**config.mk**
```make
export PLATFORM = sky130hd
export DESIGN_NAME = rr_decode_arbiter
export DESIGN_NICKNAME = d
export VERILOG_FILES = /design/src/rtl/rr_decode_arbiter.sv
export SDC_FILE = /design/constraint.sdc
export NUM_CORES = 1
export LEC_CHECK = 0
export BUFFER_PORTS_ARGS = -buffer_cell sky130_fd_sc_hd__buf_2
export CAP_MARGIN = 40
export CORE_UTILIZATION = 40
export CTS_CLUSTER_DIAMETER = 150
export CTS_CLUSTER_SIZE = 28
export DETAILED_ROUTE_END_ITERATION = 7
export PLACE_DENSITY = 0.56
export REMOVE_ABC_BUFFERS = 1
export SYNTH_ARGS = -nofsm -noshare
export SYNTH_HDL_FRONTEND = slang
export SYNTH_SLANG_ARGS = --single-unit
```
**constraint.sdc**
```tcl
create_clock -name clk -period 4.3 [get_ports clk]
set_input_delay 0.215 -clock clk [delete_from_list [all_inputs] [get_ports clk]]
set_output_delay 0.215 -clock clk [all_outputs]
set_load 0.01 [all_outputs]
```
**src/rtl/rr_decode_arbiter.sv**
```systemverilog
// Round-robin arbiter for the shared 8-way one-hot select: registered index, decoded one-hot grant.
// Optional forced release after HOLD_MAX cycles when RR_DECODE_ARBITER_TIMEOUT_EN is defined.
module rr_decode_arbiter #(
  parameter int HOLD_MAX = 15
) (
  input  logic       clk,
  input  logic       rst,
  input  logic [7:0] req,
  input  logic       done,
  output logic [7:0] gnt,
  output logic [2:0] gnt_idx,
  output logic       gnt_vld,
  output logic       timeout
);

  typedef enum logic [1:0] {IDLE, GRANT, RELEASE} state_t;

  state_t     state;
  logic [2:0] ptr;
  logic [2:0] pick;
  logic       pick_vld;
  logic [2:0] cand;
  logic       owner_drop;
  logic       expire;

  if (HOLD_MAX < 1 || HOLD_MAX > 255) begin : g_bad_hold
    $error("HOLD_MAX out of range 1..255");
  end

  // Walk from the farthest offset down so the lowest offset from ptr wins.
  always_comb begin
    pick     = ptr;
    pick_vld = 1'b0;
    cand     = ptr;
    for (int k = 7; k >= 0; k--) begin
      cand = ptr + 3'(k);
      if (req[cand]) begin
        pick     = cand;
        pick_vld = 1'b1;
      end
    end
  end

  assign owner_drop = done | ~req[gnt_idx];

`ifdef RR_DECODE_ARBITER_TIMEOUT_EN
  logic [7:0] hold_cnt;

  assign expire = (hold_cnt + 8'd1 == 8'(HOLD_MAX));

  // Counter sits at zero outside GRANT, so it is clear on every grant entry.
  always_ff @(posedge clk or posedge rst) begin
    if (rst) begin
      hold_cnt <= '0;
      timeout  <= 1'b0;
    end else begin
      timeout  <= (state == GRANT) & expire & ~owner_drop;
      hold_cnt <= (state == GRANT) ? hold_cnt + 8'd1 : 8'd0;
    end
  end
`else
  assign expire  = 1'b0;
  assign timeout = 1'b0;
`endif

  always_ff @(posedge clk or posedge rst) begin
    if (rst) begin
      state   <= IDLE;
      ptr     <= '0;
      gnt     <= '0;
      gnt_idx <= '0;
      gnt_vld <= 1'b0;
    end else begin
      case (state)
        IDLE: begin
          if (pick_vld) begin
            gnt_idx <= pick;
            gnt     <= 8'b1 << pick;
            gnt_vld <= 1'b1;
            state   <= GRANT;
          end
        end
        GRANT: begin
          if (owner_drop | expire) begin
            gnt     <= '0;
            gnt_vld <= 1'b0;
            state   <= RELEASE;
          end
        end
        RELEASE: begin
          ptr   <= gnt_idx + 3'd1;
          state <= IDLE;
        end
        default: state <= IDLE;
      endcase
    end
  end

endmodule

```
Word level (Yosys, flattened, before mapping)
Index checks and enable logic that the tools add are counted.
{"block": "classes", "add_sub_neg": 8, "order_cmp": 9, "n_eq_ne": 4, "shift": 1, "n_mux": 43, "n_bitwise": 2, "reduce_logical": 5}
{"operator": "< comparator 3 x 4 -> 1 bit, second input constant", "count": 9}
{"operator": "binary-select mux 1 bit (select 3 bit)", "count": 9}
{"operator": "two-way mux 3 bit", "count": 8}
{"operator": "two-way mux 1 bit", "count": 19}
{"operator": "two-way mux 8 bit", "count": 2}
{"operator": "case mux 8 bit (2 select lines)", "count": 1}
{"operator": "adder 3 bit, second input constant", "count": 4}
{"operator": "left shift 1 x 3 -> 8 bit, first input constant", "count": 1}
{"operator": "adder 3 x 1 -> 3 bit, second input constant", "count": 2}
{"operator": "adder 3 x 2 -> 3 bit, second input constant", "count": 2}
{"operator": "two-way mux 2 bit", "count": 2}
{"operator": "inequality test 2 bit, second input constant", "count": 2}
{"operator": "case mux 2 bit (2 select lines)", "count": 1}
{"operator": "AND reduction 2 bit", "count": 2}
{"operator": "AND reduction 3 bit", "count": 1}
{"operator": "== test 2 x 1 -> 1 bit, second input constant", "count": 1}
{"operator": "== test 2 bit, second input constant", "count": 1}
{"operator": "logical NOT 2 bit", "count": 1}
{"operator": "case mux 1 bit (2 select lines)", "count": 1}
{"operator": "nonzero test 2 bit", "count": 1}
{"operator": "inverter 1 bit", "count": 1}
{"operator": "bitwise OR 1 bit", "count": 1}
{"block": "word_totals", "register_bits": 17, "inputBits": 11, "out_inout_bits": 13, "wordCells": 77}

Depth between registers and ports, before layout
Gate-level depths: netlist of the first run.
{"block": "logic_depth", "ltp_word": 14, "mapped_depth": 12, "mapped_depth_nobuf": 8}

Least setup slack after synthesis of the first run
Ideal clock, no wire load.
{"block": "synth_timing", "path_type": "reg-to-reg", "startpoint": "register ptr[1]", "endpoint": "register gnt[4]", "setup_ns": 0.122, "arrival_time_ns": 3.152, "required_ns": 4.178, "setup_slack_ns": 1.026, "stages_incl_launch_ff": 12, "n_path_buf": 3, "synth_period_minus_slack_ns": 3.274, "cell_sequence": "dfrtp_1 -> buf_2 -> clkbuf_1 -> inv_1 -> ha_1 -> buf_4 -> mux2i_1 -> mux4_2 -> a221oi_1 -> o221a_2 -> mux2_2 -> a32o_1"}
{"block": "synth_between", "elab_chain_cells": 14, "word_cells_on_any_way": 44, "cone_classes": "7 x add/sub; 1 x eq/ne; 1 x shift; 34 x mux; 1 x reduce/logical"}
{"item": "start: declaration", "line": "19", "source": "logic [2:0] ptr;"}
{"item": "start signal: assignment", "line": "91", "source": "ptr <= gnt_idx + 3'd1;"}
{"item": "adder 3 bit", "line": "36", "source": "cand = ptr + 3'(k);"}
{"item": "binary-select mux 1 bit (select 3 bit)", "line": "37", "source": "if (req[cand]) begin"}
{"item": "two-way mux 1 bit (not written as such)", "line": "37"}
{"item": "two-way mux 3 bit (8 in series)", "line": "37"}
{"item": "left shift 1 x 3 -> 8 bit", "line": "78", "source": "gnt <= 8'b1 << pick;"}
{"item": "two-way mux 8 bit", "line": "76", "source": "if (pick_vld) begin"}
{"item": "case mux 8 bit (2 select lines)", "line": "74", "source": "case (state)"}
{"item": "end signal: assignment", "line": "78"}
{"item": "end: declaration", "line": "10", "source": "output logic [7:0] gnt,"}
Parallel ways exist; a longest one is shown, timed or not. The select of a mux whose other input is x is not followed.
A chain may end at the register's enable or synchronous reset.

Worst setup path after layout of the first run
{"block": "layout_timing", "startpoint": "register ptr[0]", "endpoint": "register gnt[2]"}
The elaborated chain is that of the path after synthesis.

==> results.yml, run 1 <==
status:
  status: "completed"
yosys:
  synth_most_common_cell: "dfrtp_1"
  synth_area_leaders: "dfrtp_1, mux4_2, mux2i_1"
  ys.flop_type: "dfrtp_1"
  syn_area_per_cell_um2: 10.9
  syn_inst: 171
  synth_edf_count: 0
  synth.distinct_cells: 54
  synth-seq-area-share_pct: 22.8
  synthTopCellsByCount: "dfrtp_1, mux4_2, mux2i_1"
  syn_area_um2: 1860
  async_reset_ff_share_pct: 100
  synth_top_cell_by_area: "dfrtp_1"
  yosys_register_bits: 17
  ys_warn_count: 0
  synth_top_cell_area_share_pct: 22.8
worst_setup_path:
  path_delay_family: "adder cells"
  setup.worst_path.start_class: "flop"
  cp.arrival_ps: 3430
  critPathCaptureType: "flop"
  worstSetupPathType: "flop to flop"
  cp_slowest_cell: "ha_1"
  path_buf_inv: 1
  path_cells: "inv_2 > ha_1 > mux2i_1 > mux4_2 > a21oi_1 > or3b_2 > and3_1 > a32o_1"
  critPathMaxStageDelay_ps: 810
  crit_path_max_fanout: 19
  crit_required_ps: 4430
place:
  placedCellCount: 236
  port_buffers: 22
  place.detailed.hpwl_mm: 3.41
  routabilityCongestion: 0.832
  place_ws_ps: 1010
grt:
  met2_usage_pct: 32.0
  grt_first_pass_wirelength_mm: 7.71
  top_usage_layer: "met2"
  first_global_vias: 1548
  gr-usage-all-layers_pct: 19.5
  use_met3_pct: 3.32
  antenna_found_initial: 0
  grt_max_degree: 23
  groute.layer.met1.usage_pct: 27.0
  grt_remaining_overflow: 0
cts:
  cts.sinks: 17
  post-cts-setup-buffers: 0
  ctsResizeCount: 0
  root_buffer: "clkbuf_8"
  htreeDepth: 1
  cts_hold_buf: 0
  cts_tree: "done"
  clk_pin_slew_ps: 60
  cts_buffers: 3
  ctsLongestPathBuffers: 2
  clkLatencyLatePin_ps: 250
routing:
  drc: 0
  wl_per_cell_um: 18.9
  viasPerCell: 6.45
  dr.pass1.iters: 4
  wirelength_mm: 4.55
  routed-via-count: 1549
  ant_nets: 0
  initialDrtViolationCount: 110
sta:
  hold_viol: 0
  tns_ps: 0
  slew_violations: 0
  finClkSkew_ps: 1.00
  period_minus_slack_ps: 3300
  layout_setup_ws_ps: 1000
  fmax_mhz: 303
  rsz0062_at_grt: "false"
  final-setup-viol-count: 0
  period_share_pct: 76.6
  worst_slew_margin_rel_pct: 48.0
  tightest_slew_ps: 780
floorplanning:
  num_rows: 24
  dieArea_um2: 4930
  num_io_pins: 24
  initial_utilization_pct: 42.2
  fp.dieW_um: 70.2
  core-area_um2: 4410
  die_h_um: 70.2
job:
  maxCapViolCount: 0
hold_path:
  hold_path.class: "input port to async pin"
layout:
  final_util_pct: 45.8
  drive_gt1_share_pct: 35.1
  area.growth.synth_to_final_pct: 8.60
  fin_cells: 240
  antenna_cells: 0
  num-nets-final: 203
-- final timing paths --
check | start | endpoint | slack [ps] | cells after the start
setup / recovery | ptr[0]$_DFFE_PP0N_ | gnt[2]$_DFFE_PP0P_ | 1000 | 8
setup reg to reg | ptr[0]$_DFFE_PP0N_ | gnt[2]$_DFFE_PP0P_ | 1000 | 8
hold reg to reg | gnt[6]$_DFFE_PP0P_ | gnt[6]$_DFFE_PP0P_ | 480 | 1
max in group asynchronous | rst | gnt[7]$_DFFE_PP0P_ | 3860 | 2
min in group clk | done | state[1]$_DFFE_PP0P_ | 350 | 3
hold / removal | rst | gnt_idx[1]$_DFFE_PP0P_ | 40 | 2
-- registers in the layout, summed over array words and instances (netlist names) --
| signal | flops |
|---|---|
| gnt_idx | 3 |
| gnt_vld | 1 |
| ptr | 3 |
| state | 2 |
| gnt | 8 |
-- layer usage --
layer  share of wire [%]  wire length, µm
met1                  45             2040
met5                   0                0
met4                0.90               41
met2                  49             2250
met3                 4.7              215
-- final cells by class --
| class | count | area (µm²) |
|---|---|---|
| Fill cell | 425 | 2390 |
| Multi-Input combinational cell | 136 | 1340 |
| Sequential cell | 17 | 425 |
| Timing Repair Buffer | 24 | 125 |
| Tap cell | 52 | 65.1 |
| Clock buffer | 4 | 45.0 |
| Inverter | 7 | 26.3 |
-- cells in the final DEF, fill, tap and decap left out, drive strengths merged, types with 2 or more instances in the layout --
master  synthesis  final
o21ai           6      6
a22oi           4      4
and2            4      4
nand2b          4      4
ha              3      3
a21o            2      2
nand2           9      9
a311o           2      2
inv             7      7
nand3           3      3
a32o            8      8
dfrtp          17     17
o22ai           2      2
nor2           12     12
xnor2           2      2
mux2i          17     17
xor2            2      2
mux2            7      7
a31o            2      2
buf             8     24
mux4           17     17
clkbuf          3      4
a21oi           4      4
or2             3      3
nor3            3      3
-- per-stage QoR --
stage | hold WS, ps | cell area, µm²
CTS | 51.4 | 2020
global route | 105 | 2020
floorplan | 141 | 1790
global placement | 311 | 1980
finish | 37.9 | 2020
detailed placement | 319 | 1980
-- logic make-up after synthesis --
family                     after synthesis  share of synthesized area (%)
DFF                                     17                           22.8
muxes                                   41                           34.7
xor gates and xnor gates                 4                           2.28
other                                    1                          0.201
buffers and inverters                   18                           5.44
adders and majority gates                3                           2.01
AOI/OAI and AO/OA                       42                           19.3
and+or+nand+nor                         45                           13.2
Power of run 1 is not shown: default switching activity piles up to over one toggle a cycle in this logic, so the estimate is an artifact.
==> run 2, diff against run 1 <==
--- a/config.mk
+++ b/config.mk
@@ -11,7 +11,7 @@
 export CTS_CLUSTER_DIAMETER = 150
 export CTS_CLUSTER_SIZE = 28
 export DETAILED_ROUTE_END_ITERATION = 7
-export PLACE_DENSITY = 0.56
+export PLACE_DENSITY = 0.58
 export REMOVE_ABC_BUFFERS = 1
 export SYNTH_ARGS = -nofsm -noshare
 export SYNTH_HDL_FRONTEND = slang
==> constraint.sdc (replaced) <==
create_clock -name clk -period 2.9 [get_ports clk]
set_input_delay 0.145 -clock clk [delete_from_list [all_inputs] [get_ports clk]]
set_output_delay 0.145 -clock clk [all_outputs]
set_load 0.01 [all_outputs]
==> results.yml, run 2 (same netlist as run 1, synthesis figures left out) <==
layout:
  antenna_cells: 0
  mostFrequentLayoutCells: "buf_2, dfrtp_1, mux4_2, mux2i_1, nor2_1"
  biggestRegsByFlops: "gnt: 8 flops, gnt_idx: 3 flops, ptr: 3 flops"
  final_common_cell: "buf_2"
  drive_gt1_share_pct: 38.7
  num-nets-final: 214
  top_register: "gnt"
  largest_register_ffs: 8
  area.growth.synth_to_final_pct: 13.5
hold_path:
  hold_path.class: "input port to flop"
routing:
  routed-via-count: 1560
  ant_nets: 0
  dr.pass1.iters: 4
  wl_met2_mm: 2.32
  dr_wl_met3_um: 231
  wl_per_cell_um: 18.5
  maxUsedRoutingLayer: "met4"
  met1Wirelength_mm: 2.07
  drc: 0
  initialDrtViolationCount: 67
  viasPerCell: 6.22
  wirelength_mm: 4.65
worst_setup_path:
  worstSetupPathType: "flop to flop"
  path_cells: "inv_1 > ha_2 > mux2i_1 > mux4_2 > a21oi_1 > or3b_2 > and3_1 > a32o_1"
  path_buf_inv: 1
  critPathMaxStageDelay_ps: 510
  crit_required_ps: 3030
  cp_slowest_cell: "mux4_2"
  critPathCaptureType: "flop"
  path_delay_family: "simple AND/OR/NAND/NOR gates"
  setup.worst_path.start_class: "flop"
  cp.arrival_ps: 2920
  crit_path_max_fanout: 6
sta:
  tns_ps: 0
  slew_violations: 0
  hold_ws_ps: 274
  fmax_mhz: 359
  hold_viol: 0
  tightest_slew_ps: 634
  period_share_pct: 96.1
  finClkSkew_ps: 2.50
  period_minus_slack_ps: 2790
  rsz0062_at_grt: "false"
  worst_slew_margin_rel_pct: 57.7
  final-setup-viol-count: 0
pwr:
  leakage_nw: 0.897
  p_per_area_nw_per_um2: 1450
  ir_drop_v: 0.000735
cts:
  cts_tree: "done"
  cts_buffers: 3
  htreeDepth: 1
  root_buffer: "clkbuf_8"
  clkLatencyLatePin_ps: 250
  post-cts-setup-buffers: 0
  cts.sinks: 17
  clk_pin_slew_ps: 60
  ctsLongestPathBuffers: 2
grt:
  first_global_vias: 1561
  gr-usage-all-layers_pct: 20.3
  antenna_found_initial: 0
  grt_max_degree: 18
  grt_remaining_overflow: 0
  grt_first_pass_wirelength_mm: 8.04
floorplanning:
  initial_utilization_pct: 42.2
  dieArea_um2: 4930
  core-area_um2: 4410
  die_h_um: 70.2
  num_io_pins: 24
  num_rows: 24
  fp.dieW_um: 70.2
place:
  routabilityCongestion: 0.928
  place.detailed.hpwl_mm: 3.67
  port_buffers: 22
status:
  status: "completed"
job:
  maxCapViolCount: 0
-- run 2: routing by layer --
metal | global-route usage [%] | vias to the layer above
met5 | 0 | -
met4 | 2.89 | 0
met3 | 2.16 | 6
met2 | 33.8 | 47
met1 | 29.3 | 771
li1 | - | 736
-- run 2: timing repair --
action / 4_1_cts / 5_1_grt
hold buffers: 1 / 0
resized for setup: 0 / 3
endpoints found under the hold margin: 17 / 0
setup endpoints to repair: 0 / 9
-- run 2: final cells by class --
type | instances | area (µm²)
multi-input combinational | 136 | 1340
sequential | 17 | 425
inverter | 7 | 26.3
fill | 402 | 2300
tap | 52 | 65.1
clock buffer | 4 | 45.0
timing repair buffer | 35 | 214
-- run 2: worst min-delay path, stage by stage --
cell and delay (ps):
buf_2 100, nor2_1 140, nor3b_1 90
-- run 2: power by group --
part | total [mW] | internal, mW | switching [mW]
clock network | 0.172 | 0.0973 | 0.0751
registers | 0.426 | 0.330 | 0.0958
logic | 2.48 | 1.19 | 1.29
total | 3.08 | 1.62 | 1.46
-- run 2: worst paths after layout --
path / from / endpoint / slack (ps) / cells past startpoint
max: ptr[1]$_DFFE_PP0N_ / gnt[2]$_DFFE_PP0P_ / 110 / 8
min: done / state[1]$_DFFE_PP0P_ / 270 / 3
max reg2reg: ptr[1]$_DFFE_PP0N_ / gnt[2]$_DFFE_PP0P_ / 110 / 8
min reg2reg: gnt[4]$_DFFE_PP0P_ / gnt[4]$_DFFE_PP0P_ / 490 / 1
max in group asynchronous: rst / gnt[7]$_DFFE_PP0P_ / 1970 / 3
min in group asynchronous: rst / gnt[0]$_DFFE_PP0P_ / 520 / 3
-- run 2: metrics by stage --
| stage | utilization, % | power (mW) | setup slack, ps | cell area, µm² | cells |
|---|---|---|---|---|---|
| after global routing | 47.9 | 3.34 | 0.990 | 2110 | 251 |
| after global placement | 46.5 | 2.84 | 84.7 | 2050 | 246 |
| after detailed placement | 46.5 | 2.88 | 50.5 | 2050 | 246 |
| after CTS | 47.8 | 3.06 | 37.1 | 2110 | 251 |
| after floorplan | - | 2.25 | -611 | 1790 | 160 |
| final | 47.9 | 3.08 | 112 | 2110 | 251 |
Note: power is estimated with default switching activity, not from simulation.
==> run 3, diff against run 2 <==
--- a/config.mk
+++ b/config.mk
@@ -7,11 +7,13 @@
 export LEC_CHECK = 0
 export BUFFER_PORTS_ARGS = -buffer_cell sky130_fd_sc_hd__buf_2
 export CAP_MARGIN = 40
-export CORE_UTILIZATION = 40
+export CELL_PAD_IN_SITES_DETAIL_PLACEMENT = 0
+export CELL_PAD_IN_SITES_GLOBAL_PLACEMENT = 2
+export CORE_UTILIZATION = 34
 export CTS_CLUSTER_DIAMETER = 150
 export CTS_CLUSTER_SIZE = 28
 export DETAILED_ROUTE_END_ITERATION = 7
-export PLACE_DENSITY = 0.58
+export PLACE_DENSITY = 0.74
 export REMOVE_ABC_BUFFERS = 1
 export SYNTH_ARGS = -nofsm -noshare
 export SYNTH_HDL_FRONTEND = slang
==> results.yml, run 3 (same netlist as run 1, synthesis figures left out) <==
hold_path:
  hold_path_end: "state[0]$_DFFE_PP0P_"
  hold_start: "done"
  hold_path.class: "input port to flop"
  worstHoldPathCells: 3
cts:
  clkLatencyLatePin_ps: 250
  clk_pin_slew_ps: 60
  cts_buffers: 3
  ctsLongestPathBuffers: 2
  cts_tree: "done"
  root_buffer: "clkbuf_8"
  cts.sinks: 17
  htreeDepth: 1
worst_setup_path:
  reg2reg_to: "gnt[4]$_DFFE_PP0P_"
  path_cells: "buf_4 > mux4_2 > mux2_2 > a221oi_2 > o221a_2 > mux2_2 > a32o_1"
  setup.worst_path.start_class: "flop"
  r2r_start: "ptr[0]$_DFFE_PP0N_"
  cp.arrival_ps: 2880
  ff2ff_path_depth: 7
  cp_slowest_cell: "mux4_2"
  worstSetupPathType: "flop to flop"
  crit_path_max_fanout: 17
  crit_required_ps: 3030
  reg2reg_slack_ps: 150
  critPathMaxStageDelay_ps: 590
  critPathCaptureType: "flop"
  crit_top_cell: "mux2_2"
sta:
  tns_ps: 0
  worst_slew_margin_rel_pct: 57.9
  slew_violations: 0
  final-setup-viol-count: 0
  rsz0062_at_grt: "false"
  period_minus_slack_ps: 2750
  hold_ws_ps: 297
  hold_viol: 0
  period_share_pct: 94.7
  finClkSkew_ps: 1.54
  tightest_slew_ps: 631
  fmax_mhz: 364
floorplanning:
  core-area_um2: 5200
  fp.dieW_um: 76.0
  die_h_um: 76.0
  num_rows: 26
  initial_utilization_pct: 35.8
  num_io_pins: 24
  dieArea_um2: 5780
routing:
  viasPerCell: 5.94
  ant_nets: 0
  drc: 0
  wl_per_cell_um: 18.5
  routed-via-count: 1605
  dr.pass1.iters: 4
  wirelength_mm: 5.00
  initialDrtViolationCount: 79
layout:
  mostFrequentLayoutCells: "buf_2, dfrtp_1, mux4_2, mux2i_1, buf_4"
  final_common_cell: "buf_2"
  area.growth.synth_to_final_pct: 17.6
  final_util_pct: 42.1
  fin_cells: 270
  top_register: "gnt"
  antenna_cells: 0
  drive_gt1_share_pct: 41.0
  largest_register_ffs: 8
  num-nets-final: 215
  biggestRegsByFlops: "gnt: 8 flops, gnt_idx: 3 flops, ptr: 3 flops"
grt:
  first_global_vias: 1607
  gr-usage-all-layers_pct: 18.0
  top_usage_layer: "met2"
  groute.layer.met1.usage_pct: 25.1
  antenna_found_initial: 0
  grt_first_pass_wirelength_mm: 8.39
  use_met3_pct: 2.16
  grt_remaining_overflow: 0
  grt_max_degree: 18
  met2_usage_pct: 29.5
status:
  status: "completed"
job:
  maxCapViolCount: 0
place:
  port_buffers: 22
  routabilityCongestion: 0.818
  place.detailed.hpwl_mm: 3.76
  placedCellCount: 264
==> run 3: worst max path at each step <==
stage                                   from                  to  slack [ps]
after global routing      ptr[1]$_DFFE_PP0N_  gnt[6]$_DFFE_PP0P_          60
after global placement    ptr[0]$_DFFE_PP0N_  gnt[3]$_DFFE_PP0P_         110
final                     ptr[0]$_DFFE_PP0N_  gnt[4]$_DFFE_PP0P_         150
after CTS                 ptr[1]$_DFFE_PP0N_  gnt[4]$_DFFE_PP0P_           5
after floorplan           ptr[0]$_DFFE_PP0N_  gnt[4]$_DFFE_PP0P_        -610
after detailed placement  ptr[1]$_DFFE_PP0N_  gnt[4]$_DFFE_PP0P_          20
==> run 3: timing repair <==
item / CTS / global route
hold buffers: 1 / 0
endpoints found under the hold margin: 17 / 0
buffers inserted: 0 / 1
gates resized for setup: 0 / 11
setup endpoints to repair: 0 / 9
==> run 3: critical path: cells and delay by family (launching register included) <==
family          cells  cell delay (ps)
buf+inv             1              270
mux                 3             1280
flops               1              350
compound gates      3              720
==> run 3: layer usage <==
layer	vias to the layer above	share of wire [%]	wire length, µm
met2	36	49	2460
met1	824	46	2300
met3	6	3.3	164
li1	739	-	-
met5	-	0	0
met4	0	1.4	70
==> run 3: layout make-up <==
type	count	area, µm²
Fill cell	514	3010
Multi-Input combinational cell	136	1390
Sequential cell	17	425
Timing Repair Buffer	36	221
Tap cell	70	87.6
Clock buffer	4	45.0
Inverter	7	26.3
==> run 3: metrics by stage <==
step,area (µm²),worst slack (ps)
CTS,2130,4.88
detailed placement,2080,20.2
global route,2190,59.6
floorplan,1790,-611
global placement,2080,109
finish,2190,153
Power of run 3 is left out for the same reason.
